[config.mk]
export PLATFORM = sky130hd
export DESIGN_NAME = stopwatch_controller
export DESIGN_NICKNAME = d
export VERILOG_FILES = /design/src/rtl/stopwatch_pkg.sv /design/src/rtl/modulo_stage.sv /design/src/rtl/stopwatch_controller.sv
export SDC_FILE = /design/constraint.sdc
export NUM_CORES = 1
export LEC_CHECK = 0
export CAP_MARGIN = 20
export CORE_ASPECT_RATIO = 1.5
export CORE_UTILIZATION = 60
export CTS_CLUSTER_SIZE = 20
export DETAILED_ROUTE_END_ITERATION = 7
export PLACE_DENSITY_LB_ADDON = 0.1
export SETUP_SLACK_MARGIN = 0.4
export SLEW_MARGIN = 20
export SYNTH_ARGS = -nofsm -noshare
export SYNTH_HDL_FRONTEND = slang
export SYNTH_SLANG_ARGS = --single-unit
[constraint.sdc]
create_clock -name qzt_clk -period 5 [get_ports qzt_clk]
set_clock_uncertainty 0.05 [all_clocks]
set_input_delay 0.5 -clock qzt_clk [delete_from_list [all_inputs] [get_ports qzt_clk]]
set_output_delay 0.5 -clock qzt_clk [all_outputs]
set_load 0.005 [all_outputs]
[src/rtl/stopwatch_pkg.sv]
// stopwatch_pkg: state encodings and digit limits shared by the stopwatch blocks.
package stopwatch_pkg;
    typedef enum logic [1:0] {
        S_IDLE = 2'd0,
        S_RUN  = 2'd1,
        S_STOP = 2'd2,
        S_LAP  = 2'd3
    } state_t;
    localparam logic [7:0] CENTI_LIM = 8'd100;
    localparam logic [7:0] SEC_LIM   = 8'd60;
    localparam logic [7:0] MIN_LIM   = 8'd60;
endpackage

[src/rtl/modulo_stage.sv]
// modulo_stage: one wrapping digit counter; carry is high on the enabled step that wraps to 0.
module modulo_stage (
    input  logic       qzt_clk,
    input  logic       reset_n,
    input  logic       i_enable,
    input  logic       i_clear,
    input  logic [7:0] i_limit,
    output logic [7:0] o_value,
    output logic       o_carry
);
    logic [7:0] r_value;
    assign o_carry = i_enable && (r_value == i_limit - 8'd1);
    assign o_value = r_value;
    always_ff @(posedge qzt_clk or negedge reset_n) begin
        if (!reset_n) begin
            r_value <= '0;
        end else if (i_clear) begin
            r_value <= '0;
        end else if (i_enable) begin
            r_value <= o_carry ? '0 : r_value + 8'd1;
        end
    end
endmodule

[src/rtl/stopwatch_controller.sv]
// stopwatch_controller: MM:SS.CC stopwatch with start/stop, lap hold and clear,
// a prescaled 10 ms tick and a registered two-digit display page.
module stopwatch_controller
    import stopwatch_pkg::*;
#(
    parameter int TICK_DIV = 500000
) (
    input  logic        qzt_clk,
    input  logic        reset_n,
    input  logic        btn_startstop,
    input  logic        btn_lapclear,
    input  logic        disp_sel,
    output logic [7:0]  centis,
    output logic [7:0]  seconds,
    output logic [7:0]  minutes,
    output logic [15:0] disp_out,
    output logic [1:0]  state,
    output logic        overflow
);
    localparam int PW = (TICK_DIV > 1) ? $clog2(TICK_DIV) : 1;
    state_t        r_state, w_next;
    logic          r_ss_q, r_lc_q, r_overflow;
    logic [PW-1:0] r_presc;
    logic [23:0]   r_snap;
    logic [15:0]   r_disp;
    logic          w_ss_rise, w_lc_rise, w_lap_rise, w_counting, w_tick, w_clear;
    logic          w_c_carry, w_s_carry, w_m_carry;
    logic [23:0]   w_live, w_src;

    assign w_ss_rise  = btn_startstop & ~r_ss_q;
    assign w_lc_rise  = btn_lapclear & ~r_lc_q;
    // startstop wins a simultaneous press, so lapclear only acts alone
    assign w_lap_rise = w_lc_rise & ~w_ss_rise;
    assign w_counting = (r_state == S_RUN) || (r_state == S_LAP);
    assign w_tick     = w_counting && (r_presc == PW'(TICK_DIV - 1));
    assign w_clear    = (r_state == S_IDLE) || ((r_state == S_STOP) && w_lap_rise);
    assign w_live     = {minutes, seconds, centis};
    assign w_src      = (r_state == S_LAP) ? r_snap : w_live;

    always_comb begin
        w_next = r_state;
        case (r_state)
            S_IDLE:  w_next = w_ss_rise ? S_RUN : S_IDLE;
            S_RUN:   w_next = w_ss_rise ? S_STOP : w_lap_rise ? S_LAP : S_RUN;
            S_LAP:   w_next = w_ss_rise ? S_STOP : w_lap_rise ? S_RUN : S_LAP;
            S_STOP:  w_next = w_ss_rise ? S_RUN : w_lap_rise ? S_IDLE : S_STOP;
            default: w_next = S_IDLE;
        endcase
    end

    always_ff @(posedge qzt_clk or negedge reset_n) begin
        if (!reset_n) begin
            r_state    <= S_IDLE;
            r_ss_q     <= 1'b1;
            r_lc_q     <= 1'b1;
            r_presc    <= '0;
            r_overflow <= 1'b0;
            r_snap     <= '0;
            r_disp     <= '0;
        end else begin
            r_state <= w_next;
            r_ss_q  <= btn_startstop;
            r_lc_q  <= btn_lapclear;
            if (w_clear) begin
                r_presc <= '0;
            end else if (w_counting) begin
                r_presc <= w_tick ? '0 : r_presc + 1'b1;
            end
            if (w_clear) begin
                r_overflow <= 1'b0;
            end else if (w_m_carry) begin
                r_overflow <= 1'b1;
            end
            if ((r_state == S_RUN) && w_lap_rise) begin
                r_snap <= w_live;
            end
            r_disp <= disp_sel ? w_src[15:0] : w_src[23:8];
        end
    end

    modulo_stage u_centi (
        .qzt_clk (qzt_clk),
        .reset_n (reset_n),
        .i_enable(w_tick),
        .i_clear (w_clear),
        .i_limit (CENTI_LIM),
        .o_value (centis),
        .o_carry (w_c_carry)
    );
    modulo_stage u_sec (
        .qzt_clk (qzt_clk),
        .reset_n (reset_n),
        .i_enable(w_c_carry),
        .i_clear (w_clear),
        .i_limit (SEC_LIM),
        .o_value (seconds),
        .o_carry (w_s_carry)
    );
    modulo_stage u_min (
        .qzt_clk (qzt_clk),
        .reset_n (reset_n),
        .i_enable(w_s_carry),
        .i_clear (w_clear),
        .i_limit (MIN_LIM),
        .o_value (minutes),
        .o_carry (w_m_carry)
    );

    assign disp_out = r_disp;
    assign state    = r_state;
    assign overflow = r_overflow;
endmodule

==> metrics <==
result of the run complete, but fails checks; violations in the final reports DRC; routed wire length roughly 8900 um; sinks on the clock net between 80 and 90; Synth Register Bits 88; number of nets at the end of the flow 420; initial antenna violation count 0; Synth top area share 0.506; worst reg2reg path startpoint u_centi.o_value[1]; post-CTS clock slew at the launch and capture registers of the worst setup and hold paths roughly 90 ps; worst supply voltage drop on vdd about 0.19 mV; YS warnings 0; number of placement rows 37; number of buffers created by CTS 9; fraction of layout instances using a drive strength above 1 0.156; pin count of the biggest net entering global routing 89; proportion of power drawn by the clock network 0.303; via count of the first global-routing pass 3182; height of the chip about 110 um; Std-Cell Core Area 0.00685 mm2; io pins 48; floorplan die width roughly 70 um; post-route antenna net violation count 0; net switching power about 0.47 mW; final-report setup violation count 0; critical path launch point u_centi.o_value[1]; Placement Cell Area 0.00476 mm2; Skew-Pair Late Insertion Delay 360 ps; total power after layout 1.49 mW; number of detailed-routing iterations run before antenna repair 7; fraction of power spent switching nets 0.314; Least-Margin Pin Slew between 900 and 1000 ps; cts repair resizes 0; final hold violations 0; utilization of the core after routing 0.722; RePlAce Congestion roughly 0.84; number of synthesized flops with an enable pin 0; top cells by area, synth dfrtp_1 51%, mux4_2 8.5%, mux2_2 5.8%; cell-internal power between 1 and 1.5 mW; sequential area share after synthesis 0.518; detailed router's first-iteration violation count approximately 210; Worst Setup End Kind flop; CP Data Arrival Time 2950 ps; fraction of power consumed by combinational cells 0.184; synthesized instance count 370; post-route cell area approximately 0.0049 mm2; leading register cell type out of synthesis dfrtp_1; worst relative slew slack 0.332; setup repair after global routing missed its margin no; overflow left after global routing 0; hold_buf cts 0; Period Utilization, post-route 0.545; overall via count from detail_route 3109; Max Slew Vio Count 0; DP Wirelength between 6000 and 7000 um; total routing resource utilization after global routing 0.264; Critical Path Source Type flop; worst hold margin 114 ps; DR WL/cell ~18 um; Post-CTS Repair Setup Buffers 0; antenna fix cells 0; total negative slack for setup checks 0 ps; count of different cell masters after synthesis 50; Initial Utilization 0.621; critical path class flop to flop; via/cell ratio 6.29; minimum clock period about 2700 ps; die outline area roughly 0.0074 mm2; clock tree from TritonCTS done; cell type with the largest total area after synthesis dfrtp_1; ys async rst share 1.00; Synth Cell Area 0.00426 mm2; I/O Buffers 47; global-route wire length before repair 15200 um; max capacitance violation total 0; Fmax achieved 367 MHz; power share of the sequential group 0.513; Area Growth Syn to Fin 16.2%; kind of path behind the tightest hold check primary input to async pin; total DRC errors in the routed layout 12; power per standard cell area about 300 mW/mm2; Clock Path Buffers 2; root cell of the clock tree clkbuf_8; critical-path maximum fanout 17; data required time at the worst endpoint 5220 ps; top post-synthesis cells by count 86 x dfrtp_1, 31 x nand2_1, 22 x mux2_2, 21 x nor2_1, 19 x o21ai_0; leading cell type by number of instances after synthesis dfrtp_1; post-synthesis area per instance 11.5 um2; Synthesized Nets around 380; static power due to leakage 2.15 nW; number of H-tree levels 3
-- metal layers --
metal | global-route usage | part of all wire | up-vias
met3 | 0.0366 | 0.033 | 13
met2 | 0.463 | 0.55 | 77
li1 | - | - | 1446
met4 | 0.116 | 0.018 | 0
met1 | 0.322 | 0.40 | 1573
met5 | 0 | 0 | -
-- state kept, by name, indices dropped and copies added (netlist names) --
name,flops
r_snap,24
r_presc,19
disp_out,16
u_centi.o_value,8
u_min.o_value,8
u_sec.o_value,8
state,2
overflow,1
r_lc_q,1
r_ss_q,1
-- power by group through the flow --
stage / registers (mW) / clock network, mW / logic (mW)
after CTS: 0.767 / 0.457 / 0.279
after floorplan: 0.764 / 0 / 0.200
after global routing: 0.772 / 0.487 / 0.304
final: 0.767 / 0.453 / 0.275
after global placement: 0.778 / 0 / 0.271
after detailed placement: 0.782 / 0 / 0.277
-- layout make-up --
cell class | instances | area [um2]
Fill cell | 516 | 1910
Clock buffer | 10 | 138
Inverter | 6 | 22.5
Clock inverter | 6 | 42.5
Tap cell | 78 | 97.6
Timing Repair Buffer | 48 | 479
Sequential cell | 88 | 2200
Multi-Input combinational cell | 258 | 1960
-- kinds of logic (layout without fill, tap and decap cells) --
family                     count (synthesis)  count (layout)  synth area share
and+or+nand+nor                          139             139             0.180
xor gates and xnor gates                  16              16            0.0329
buffers and inverters                     24              70            0.0220
DFF                                       88              88             0.518
adders and majority gates                  4               4            0.0118
AOI/OAI and AO/OA                         54              54            0.0762
muxes                                     45              45             0.159
-- path summary, 6_finish.rpt --
path / to / slack [ps] / cells after the start
min in group qzt_clk: overflow / 440 / 1
worst min-delay path: disp_out[15] / 110 / 1
max in group asynchronous: r_snap[1] / 4220 / 1
worst min register to register: overflow / 440 / 1
worst max register to register: u_sec.o_value[3] / 2280 / 6
worst max-delay path: u_sec.o_value[3] / 2280 / 6
-- critical path: stages (launching register included) --
cell	delay (ps)
dfrtp_1	520
ha_1	270
and4b_1	260
and2_1	220
nand4_1	510
or3b_2	650
a21oi_1	170
-- layout by cell type (no fill, tap or decap), drive strengths merged, types with 2 or more instances in the layout --
| master | netlist | layout |
|---|---|---|
| clkbuf | 12 | 10 |
| and4b | 2 | 2 |
| xor2 | 11 | 11 |
| nand3b | 2 | 2 |
| or3b | 3 | 3 |
| clkinv | 0 | 2 |
| a21oi | 15 | 15 |
| mux2i | 7 | 7 |
| nand2b | 2 | 2 |
| buf | 6 | 2 |
| and3 | 9 | 9 |
| nor4b | 2 | 2 |
| nand2 | 31 | 31 |
| nand3 | 17 | 17 |
| nor3 | 9 | 9 |
| clkdlybuf4s50 | 0 | 46 |
| o22ai | 2 | 2 |
| o21ai | 19 | 19 |
| clkinvlp | 0 | 2 |
| nand4 | 13 | 13 |
| dfstp | 2 | 2 |
| nor4 | 2 | 2 |
| inv | 6 | 8 |
| o21a | 2 | 2 |
| xnor2 | 5 | 5 |
| or4 | 5 | 5 |
| or3 | 8 | 8 |
| mux2 | 22 | 22 |
| nor2 | 21 | 21 |
| mux4 | 16 | 16 |
| nor2b | 3 | 3 |
| o211ai | 2 | 2 |
| a31oi | 4 | 4 |
| o31ai | 4 | 4 |
| ha | 4 | 4 |
| and2 | 5 | 5 |
| dfrtp | 86 | 86 |
-- stage by stage --
stage               cells  setup WS (ps)
floorplan             370           2780
global placement      478           2140
detailed placement    478           2280
CTS                   494           2270
global route          494           2040
finish                494           2280
No activity file was read; power rests on OpenSTA's default activity.
